`config.mk`:
```
export PLATFORM = sky130hd
export DESIGN_NAME = cpu_intctrl
export DESIGN_NICKNAME = d
export VERILOG_FILES = /design/src/rtl/cpu_intctrl.sv
export SDC_FILE = /design/constraint.sdc
export NUM_CORES = 1
export LEC_CHECK = 0
export BUFFER_PORTS_ARGS = -buffer_cell sky130_fd_sc_hd__buf_4
export CORE_UTILIZATION = 46
export DETAILED_ROUTE_END_ITERATION = 8
export PLACE_DENSITY = 0.74
export SLEW_MARGIN = 40
export SYNTH_ARGS = -nofsm -noshare
export SYNTH_HDL_FRONTEND = slang
export SYNTH_SLANG_ARGS = --single-unit
```
`constraint.sdc`:
```
create_clock -name clock_i -period 1.4 [get_ports clock_i]
set_clock_uncertainty 0.05 [all_clocks]
set_input_delay 0.28 -clock clock_i [delete_from_list [all_inputs] [get_ports clock_i]]
set_output_delay 0.28 -clock clock_i [all_outputs]
set_load 0.01 [all_outputs]
```
`src/rtl/cpu_intctrl.sv`:
```
`default_nettype none
// +----------------------------------------------------------------------------+
// | cpu_intctrl - prioritised interrupt controller with CSR port (rev 1.0)     |
// +----------------------------------------------------------------------------+
module cpu_intctrl #(
  parameter int         NUM_SRC    = 8,
  parameter logic [7:0] CAUSE_BASE = 8'h80
) (
  input  logic               clock_i,
  input  logic               reset_i,
  input  logic               stall_i,
  input  logic [NUM_SRC-1:0] irq_in_i,
  input  logic               reg_en_i,
  input  logic               reg_we_i,
  input  logic [1:0]         reg_addr_i,
  input  logic [31:0]        reg_wdata_i,
  output logic [31:0]        reg_rdata_o,
  input  logic               cpu_int_flag_i,
  output logic               int_req_o,
  output logic [7:0]         int_cause_o,
  input  logic               int_ack_i,
  output logic               in_service_o
);

  localparam logic [1:0] A_ENABLE  = 2'd0;
  localparam logic [1:0] A_PENDING = 2'd1;
  localparam logic [1:0] A_EDGE    = 2'd2;
  localparam logic [1:0] A_CLAIM   = 2'd3;

  typedef enum logic [1:0] {
    S_IDLE    = 2'd0,
    S_REQ     = 2'd1,
    S_SERVICE = 2'd2
  } state_t;

  state_t             state_q;
  logic [NUM_SRC-1:0] enable_q, edge_q, pending_q, pending_d, irq_prev_q;
  logic [3:0]         cur_id_q;
  logic               int_req_q, in_service_q;
  logic [7:0]         int_cause_q;
  logic [31:0]        reg_rdata_q, rdata_d;

  logic               wr_ok, claim_wr, any_eligible, cur_eligible;
  logic [NUM_SRC-1:0] wdata_src, eligible, rise, w1c_mask, ack_clr, cur_onehot;
  logic [3:0]         sel_id;
  logic               unused_wdata;

  assign wr_ok        = reg_en_i & reg_we_i & ~stall_i;
  assign claim_wr     = wr_ok && (reg_addr_i == A_CLAIM);
  assign wdata_src    = reg_wdata_i[NUM_SRC-1:0];
  assign unused_wdata = ^reg_wdata_i;
  assign eligible     = pending_q & enable_q;
  assign any_eligible = |eligible;
  assign rise         = irq_in_i & ~irq_prev_q;
  assign cur_eligible = |(eligible & cur_onehot);
  assign ack_clr      = (state_q == S_REQ && int_ack_i) ? cur_onehot : '0;

  // Descending scan so the lowest eligible index is the one left in sel_id.
  always_comb begin
    sel_id = '0;
    for (int i = NUM_SRC - 1; i >= 0; i--) begin
      if (eligible[i]) sel_id = 4'(i);
    end
  end

  always_comb begin
    cur_onehot = '0;
    for (int i = 0; i < NUM_SRC; i++) begin
      cur_onehot[i] = (cur_id_q == 4'(i));
    end
  end

  // New edges are OR-ed in after the clears so a coincident set survives.
  always_comb begin
    w1c_mask  = (wr_ok && reg_addr_i == A_PENDING) ? wdata_src : '0;
    pending_d = (edge_q & ((pending_q & ~w1c_mask & ~ack_clr) | rise))
              | (~edge_q & irq_in_i);
    if (wr_ok && reg_addr_i == A_EDGE) begin
      pending_d = pending_d & ~(edge_q ^ wdata_src);
    end
  end

  always_comb begin
    case (reg_addr_i)
      A_ENABLE:  rdata_d = 32'(enable_q);
      A_PENDING: rdata_d = 32'(pending_q);
      A_EDGE:    rdata_d = 32'(edge_q);
      default:   rdata_d = {in_service_q, int_req_q, 26'b0, cur_id_q};
    endcase
  end

  always_ff @(posedge clock_i) begin
    if (reset_i) begin
      enable_q    <= '0;
      edge_q      <= '0;
      pending_q   <= '0;
      irq_prev_q  <= '0;
      reg_rdata_q <= '0;
    end else begin
      irq_prev_q <= irq_in_i;
      pending_q  <= pending_d;
      if (wr_ok && reg_addr_i == A_ENABLE) enable_q <= wdata_src;
      if (wr_ok && reg_addr_i == A_EDGE)   edge_q   <= wdata_src;
      if (reg_en_i && !stall_i)            reg_rdata_q <= rdata_d;
    end
  end

  always_ff @(posedge clock_i) begin
    if (reset_i) begin
      state_q      <= S_IDLE;
      cur_id_q     <= '0;
      int_cause_q  <= '0;
      int_req_q    <= 1'b0;
      in_service_q <= 1'b0;
    end else begin
      case (state_q)
        S_IDLE: begin
          if (any_eligible && !cpu_int_flag_i) begin
            state_q     <= S_REQ;
            cur_id_q    <= sel_id;
            int_cause_q <= CAUSE_BASE + {4'b0, sel_id};
            int_req_q   <= 1'b1;
          end
        end
        S_REQ: begin
          // Acknowledge takes precedence over a simultaneous source drop.
          if (int_ack_i) begin
            state_q      <= S_SERVICE;
            int_req_q    <= 1'b0;
            in_service_q <= 1'b1;
          end else if (!cur_eligible) begin
            state_q   <= S_IDLE;
            int_req_q <= 1'b0;
          end
        end
        S_SERVICE: begin
          if (claim_wr) begin
            state_q      <= S_IDLE;
            in_service_q <= 1'b0;
          end
        end
        default: state_q <= S_IDLE;
      endcase
    end
  end

  assign reg_rdata_o  = reg_rdata_q;
  assign int_req_o    = int_req_q;
  assign int_cause_o  = int_cause_q;
  assign in_service_o = in_service_q;

endmodule
`default_nettype wire

```
* After elaboration in Yosys (flattened, before gate mapping)
Index checks and enable logic that the tools add are counted.
Operators by class: add/sub/neg operators 1, eq/ne operators 16, muxes and demuxes 24, bitwise logic cells 19, reductions and logical operators 20
Operator list (number):
- 32-bit one-hot mux with 3 select lines | 1
- 8-bit bitwise AND | 8
- 8-bit inverter | 5
- 4-bit 2-to-1 mux | 7
- 8-bit 2-to-1 mux | 3
- 4-bit by 3-bit == test with 1-bit output, second input constant | 4
- 8-bit OR | 2
- 8-bit OR reduction | 2
- 3-bit AND reduction | 3
- 8-bit by 4-bit adder with 8-bit output, first input constant | 1
- 4-bit by 2-bit == test with 1-bit output, second input constant | 2
- 2-bit 2-to-1 mux | 4
- 8-bit bitwise XOR | 1
- 1-bit logical AND | 7
- 2-bit == test, second input constant | 3
- 2-bit inequality test, second input constant | 3
- 2-bit one-hot mux with 3 select lines | 1
- 1-bit 2-to-1 mux | 5
- 2-bit by 1-bit == test with 1-bit output, second input constant | 2
- 4-bit by 1-bit == test with 1-bit output, second input constant | 1
- 2-bit zero test | 2
- 4-bit zero test | 1
- 1-bit one-hot mux with 2 select lines | 2
- 2-bit nonzero test | 2
- 6 further kinds | 8
Word-level totals: register bits after elaboration 80, logic and storage cells 90

* Depth between registers and ports, before layout
Gate-level depths: netlist of run 1.
depth after elaboration 12, depth in mapped cells 6

* Worst setup path before layout of run 1
OpenSTA, ideal clock, no wires.
path type reg-to-reg, start point reg, netlist name int_cause_o[2], end point reg int_req_q, in the netlist int_req_o, arrival time 1372 ps, required time 1228 ps, setup slack -144 ps, cell stages (with the launch flop) 6, path buffers 1, cell sequence dfxtp_1 > buf_4 > nand4bb_1 > a21oi_1 > a2111o_1 > a311o_1
RTL lines:
- to (signal assigned) | RTL line 113 | int_req_q <= 1'b0;
- to (signal assigned) | RTL line 122 | int_req_q <= 1'b1;
- to (signal assigned) | RTL line 129 | int_req_q <= 1'b0;
- to (decl) | RTL line 39 | logic int_req_q, in_service_q;

* Worst setup path in the final report of run 1
start point reg cur_id_q[0], end point reg int_req_q, in the netlist int_req_o
On the way: word-level cells in the longest chain between the ends 5, elaborated cells between the ends (all ways) 12, those cells by class eq/ne (8); bitwise (1); reduce/logical (3)
RTL lines:
- from (decl) | RTL line 38 | logic [3:0] cur_id_q;
- from (signal assigned) | RTL line 120 | cur_id_q <= sel_id;
- 4-bit by 1-bit == test with 1-bit output, or another cell as far along | RTL line 69 | cur_onehot[i] = (cur_id_q == 4'(i));
- 8-bit bitwise AND (*) | RTL line 55 | assign cur_eligible = |(eligible & cur_onehot);
- 8-bit OR reduction (*) | RTL line 55
- 3-bit inequality test (no source line) (*)
- 3-bit AND reduction (no source line) (*)
Every way passes the cells marked *; elsewhere a longest branch is shown, timed or not. A chain may end at the register's enable or synchronous reset.

==> impl_metrics.yaml, run 1 <==
yosys:
  synth_area_um2: 2720
  async_flop_share: 0
  synth_seq_cells: 50
  synth_edf_count: 0
  synth_seq_area_share: 0.368
  synthCells: 305
  ys_types: 47
  synth-main-ff-cell: "dfxtp_1"
  yosysWarningCount: 0
  syn_area_per_cell_um2: 8.91
route:
  vias: 2653
  routedWlPerCell_um: 16.2
  drt_iter0_drc: 235
  wl_mm: 7.57
  ant_nets: 0
  via_per_inst: 5.67
  first_pass_iters: 7
  drc: 0
power:
  p_seq_frac: 0.505
  p_leak_nw: 1.52
  totalPowerFinal_mw: 2.94
  clkPwrFrac: 0.350
  irDropWorstVdd_mv: 0.505
  switching_share: 0.258
  combPwrFrac: 0.145
  pwr_density_cell_nw_per_um2: 804
  p_sw_uw: 760
  p_int_mw: 2.18
place:
  place_congestion: 0.906
  post-place-ws_ns: -0.219
  portBuffers: 40
  dp_hpwl_mm: 5.39
  placed_area_um2: 3370
critical_path:
  crit_cells: 4
  endpoint_kind: "register"
  reg2reg_slack_ns: -0.11
  worstPathArrival_ns: 1.66
  start_kind: "register"
  cp_cell_sequence: "nand4bb_1, a21oi_2, a2111o_1, a311o_1"
  reg2reg_depth: 4
  critPathMaxStageDelay_ns: 0.43
  worstSetupPathType: "register to register"
  critPathTopFamily: "compound AO/OA/AOI/OAI gates"
  cp.buffers_inverters: 0
  cp_max_fo: 11
  required_ns: 1.56
  crit_slowest_cell: "dfxtp_4"
global_route:
  grt_util_all_layers: 0.246
  grt_start_max_net_pins: 22
  grt_pass1_wl_mm: 11.8
  overflow: 0
  grt_pass1_vias: 2410
  antenna_found_initial: 0
cells_and_area:
  layout-drive-gt1-share: 0.381
  final_cell_area_um2: 3660
  nets: 444
  syn_to_final_growth_pct: 34.8
  diodes: 0
sta:
  rsz0062_at_grt: "yes"
  period_minus_slack_ns: 1.51
  worstMarginPinSlew_ns: 0.539
  setup_viol: 6
  tns_ns: -0.315
  hold_viol: 0
  fmax_mhz: 664
  fin_crit_sh: 1.08
  slew_headroom: 0.639
  finalMaxSlewViolations: 0
  setup_ws_ns: -0.105
status:
  status: "finished, violations left"
  violations: "setup timing"
floorplan:
  num_io_pins: 91
  die-height_um: 78.9
  rows: 27
  core-area_um2: 5610
  die-area_um2: 6220
  start_util: 0.485
  die_w_um: 78.9
clock_tree:
  htreeDepth: 2
  clockBufferDepth: 2
  cts_tree: "yes"
  cts_root_buffer: "clkbuf_8"
  clk_pin_slew_ns: 0.09
  cts_buffers: 5
  insertion_delay_ns: 0.31
  clock-sinks: 50
worst_hold_path:
  min_path_type: "input port to register"
  holdPathStages: 2
job:
  maxCapViolations: 0
## worst paths after layout
path                          to      startpoint
hold / removal     irq_prev_q[6]     irq_in_i[6]
hold reg to reg   reg_rdata_o[2]  reg_rdata_o[2]
setup reg to reg       int_req_o     cur_id_q[0]
setup / recovery       int_req_o     cur_id_q[0]
## sequential cells by signal (all words and copies together), names as in the netlist
signal,count
cur_id_q,2
int_cause_o,2
irq_prev_q,8
pending_q,8
state_q,2
int_req_o,1
reg_rdata_o,10
edge_q,8
enable_q,8
in_service_o,1
## cell usage in the layout, fill, tap and decap left out, types with 3 or more instances in the layout
cell	count
nand3_1	13
buf_4	94
nand2_1	27
o21ai_0	4
dfxtp_2	6
clkbuf_8	5
dfxtp_1	40
nor3_1	6
buf_12	4
conb_1	26
a211oi_1	3
nor2b_1	10
mux4_2	3
and2b_1	3
nor2_1	28
nor3b_1	3
a211oi_2	3
mux2i_1	13
a22oi_1	7
nand4_1	4
a2111oi_2	7
dfxtp_4	4
a32oi_1	6
buf_6	5
a21oi_1	23
inv_1	3
a22o_4	3
nand3b_1	4
## timing repair
action	CTS	global route
buffers inserted	5	1
gates cloned	0	0
resized for setup	20	17
endpoints found under the setup margin	11	17
hold buffers	0	0
pin swaps	21	12
## layout make-up
cell class	count	area [um^2]
clock buffer	5	68.8
clock inverter	3	40.0
fill	471	1940
inverter	3	11.3
multi-input combinational	232	1590
sequential	50	1020
tap	72	90.1
timing repair buffer	103	842
## stage by stage
step	hold slack (ns)	util	cells
finish	0.141	0.654	468
global route	0.144	0.654	468
CTS	0.143	0.641	468
detailed placement	0.393	0.601	455
global placement	0.387	0.601	455
floorplan	0.358	-	330
## cell usage after synthesis, types with 3 or more instances
cell type / n / area [um^2]
a2111oi_2: 7 / 105
a211oi_1: 6 / 45.0
a21oi_1: 25 / 125
a22o_1: 4 / 35.0
a22oi_1: 8 / 60.1
a32oi_1: 8 / 70.1
and2b_1: 3 / 22.5
buf_2: 3 / 15.0
buf_4: 30 / 225
buf_6: 5 / 56.3
clkbuf_1: 7 / 26.3
dfxtp_1: 50 / 1000
inv_1: 3 / 11.3
mux2i_1: 13 / 130
mux4_2: 3 / 67.6
nand2_1: 27 / 101
nand3_1: 13 / 65.1
nand3b_1: 4 / 30.0
nand4_1: 4 / 25.0
nor2_1: 28 / 105
nor2b_1: 11 / 68.8
nor3_1: 7 / 35.0
nor3b_1: 3 / 22.5
o21ai_0: 4 / 20.0
## cell families (layout without fill, tap and decap cells)
logic type | after synthesis | after routing | synth area share
AOI/OAI and AO/OA | 73 | 73 | 0.207
and+or+nand+nor | 117 | 117 | 0.228
muxes | 16 | 16 | 0.0727
DFF | 50 | 50 | 0.368
buffers and inverters | 48 | 114 | 0.123
other | 1 | 26 | 0.00138
## metal layers
metal	GRT usage	part of all wire	up-vias	wire length [um]
li1	-	-	1245	-
met1	0.311	0.41	1258	3090
met2	0.430	0.50	131	3800
met3	0.0391	0.074	19	559
met4	0.0709	0.016	0	124
met5	0	0	-	0
## power by group through the flow
stage,Combinational [mW],Sequential (mW),Clock [mW]
finish,0.426,1.49,1.03
global route,0.461,1.49,1.10
CTS,0.413,1.48,1.03
detailed placement,0.404,1.52,0
global placement,0.394,1.52,0
floorplan,0.249,1.53,0
Power figures use the tool's default switching activity.
==> inputs of run 2 (changes only) <==
- ABC_AREA: unset -> 1
- CORE_UTILIZATION: 46 -> 45
- PLACE_DENSITY: 0.74 -> 0.73
==> run 2 against run 1 <==
Against the previous run: the flow now finishes without violations; global-route usage down 4.4 points; sequential power about the same; synthesized area down 4.3%; worst setup slack better by 0.15 ns; register-to-register slack better by 0.15 ns; wire length down 22%; non-clock buffer count down 44; sequential cell count unchanged; via count down 9.1%; critical path type unchanged; critical endpoint is now cur_id_q[1]; largest power group unchanged.
==> impl_metrics.yaml, run 2 <==
clock_tree:
  ctsHoldBuffers: 0
  htreeDepth: 2
  cts_root_buffer: "clkbuf_8"
  cts_tree: "yes"
  clock-sinks: 50
  insertion_delay_ns: 0.29
  cts_buffers: 5
  clk_pin_slew_ns: 0.09
  post_cts_buffers: 0
  cts_resized: 0
  clockBufferDepth: 2
route:
  via_per_inst: 4.79
  vias: 2412
  drt_iter0_drc: 105
  routedWlPerCell_um: 11.7
  ant_nets: 0
  drc: 0
  wl_mm: 5.92
  first_pass_iters: 4
global_route:
  overflow: 0
  grt_pass1_vias: 2098
  grt_util_all_layers: 0.202
  grt_start_max_net_pins: 27
  grt_pass1_wl_mm: 9.77
  antenna_found_initial: 0
worst_hold_path:
  min_path_type: "input port to register"
sta:
  fin_crit_sh: 0.971
  hold_viol: 0
  period_minus_slack_ns: 1.36
  setup_viol: 0
  finalMaxSlewViolations: 0
  tns_ns: 0
  whs_ns: 0.139
  fmax_mhz: 736
cells_and_area:
  final_cell_mix: "91 x nand2_1, 58 x buf_4, 38 x nor2_1"
  stdcell_count: 504
  final_common_cell: "nand2_1"
  finish.utilization: 0.570
  syn_to_final_growth_pct: 21.4
  largest_reg_flops: 10
  layout-drive-gt1-share: 0.252
  diodes: 0
  nets: 480
floorplan:
  die-area_um2: 6090
  core-area_um2: 5540
  die_w_um: 78.0
  start_util: 0.470
  num_io_pins: 91
  die-height_um: 78.0
  rows: 27
yosys:
  synth_seq_area_share: 0.385
  synth_top_area_share: 0.385
  syn_area_per_cell_um2: 6.96
  synth_area_um2: 2600
  yosysWarningCount: 0
  ys_types: 33
  synth_area_leaders: "dfxtp_1 38%, nand2_1 14%, buf_4 7.8%"
  synthCells: 374
  async_flop_share: 0
  synthTopCellsByCount: "96 x nand2_1, 50 x dfxtp_1, 42 x nor2_1, 33 x inv_1, 29 x a21oi_1"
  synth_top_area_cell: "dfxtp_1"
  synth-main-ff-cell: "dfxtp_1"
  synth_seq_cells: 50
  synth_edf_count: 0
  synthMostInstantiatedCell: "nand2_1"
place:
  dp_hpwl_mm: 4.38
  place_congestion: 0.908
  portBuffers: 40
  placedCellCount: 496
status:
  status: "completed"
power:
  totalPowerFinal_mw: 2.71
  pwr_density_cell_nw_per_um2: 858
  irDropWorstVdd_mv: 0.532
  p_leak_nw: 1.49
critical_path:
  worstSetupPathType: "register to register"
  required_ns: 1.53
  start_kind: "register"
  cp_max_fo: 5
  worstPathArrival_ns: 1.49
  endpoint_kind: "register"
job:
  maxCapViolations: 0
## run 2: cell count changes after synthesis, moves of 8 or more
cell,before,now
nor2_1,28,42
o21ai_0,4,20
mux2i_1,13,0
inv_2,0,8
nor2b_1,11,0
a32oi_1,8,0
nand2_1,27,96
inv_1,3,33
## run 2: worst max-delay path: stages, from the launching register on
cell and delay (ns):
dfxtp_1 0.34, nand2_1 0.11, nand2_1 0.08, nor2_1 0.05, nand2_1 0.08, nand2_2 0.07
nor2_4 0.15, inv_2 0.08, o21ai_0 0.17, a21oi_1 0.05
## run 2: cell families after synthesis
logic type | count (synthesis) | synth area share
xor gates and xnor gates | 8 | 0.0269
and+or+nand+nor | 169 | 0.277
AOI/OAI and AO/OA | 70 | 0.156
buffers and inverters | 76 | 0.153
DFF | 50 | 0.385
other | 1 | 0.00144
## run 2: area by class of cell
class / count / area (um^2)
clock buffers: 7 / 86.3
clock inverters: 1 / 5.00
fillers: 559 / 2380
inverters: 42 / 160
multi-input cells: 273 / 1340
flip-flops and latches: 50 / 1020
well taps: 72 / 90.1
repair buffers: 59 / 455
## run 2: layer usage
metal / share of wire / vias up / global-route usage
li1: - / 1256 / -
met1: 0.47 / 1073 / 0.274
met2: 0.46 / 79 / 0.331
met3: 0.058 / 4 / 0.0372
met4: 0.0086 / 0 / 0.0519
met5: 0 / - / 0
## run 2: worst paths after layout
check,from,to,slack [ns],depth (start not counted)
setup / recovery,pending_q[4],cur_id_q[1],0.04,9
hold / removal,irq_in_i[2],irq_prev_q[2],0.14,3
setup reg to reg,pending_q[4],cur_id_q[1],0.04,9
hold reg to reg,reg_rdata_o[4],reg_rdata_o[4],0.42,2
## run 2: report_power, final
part	total, mW	internal (mW)	switching (mW)
Sequential	1.50	1.47	0.0325
Combinational	0.360	0.150	0.210
Clock	0.848	0.399	0.448
Total	2.71	2.02	0.691
## run 2: stage by stage
step                      cell area (um^2)  worst slack, ns
after global routing                  3160          -0.0496
after floorplan                       2700            0.129
after CTS                             3090           0.0270
after detailed placement              3000         -0.00492
final                                 3160           0.0410
after global placement                3000           0.0319
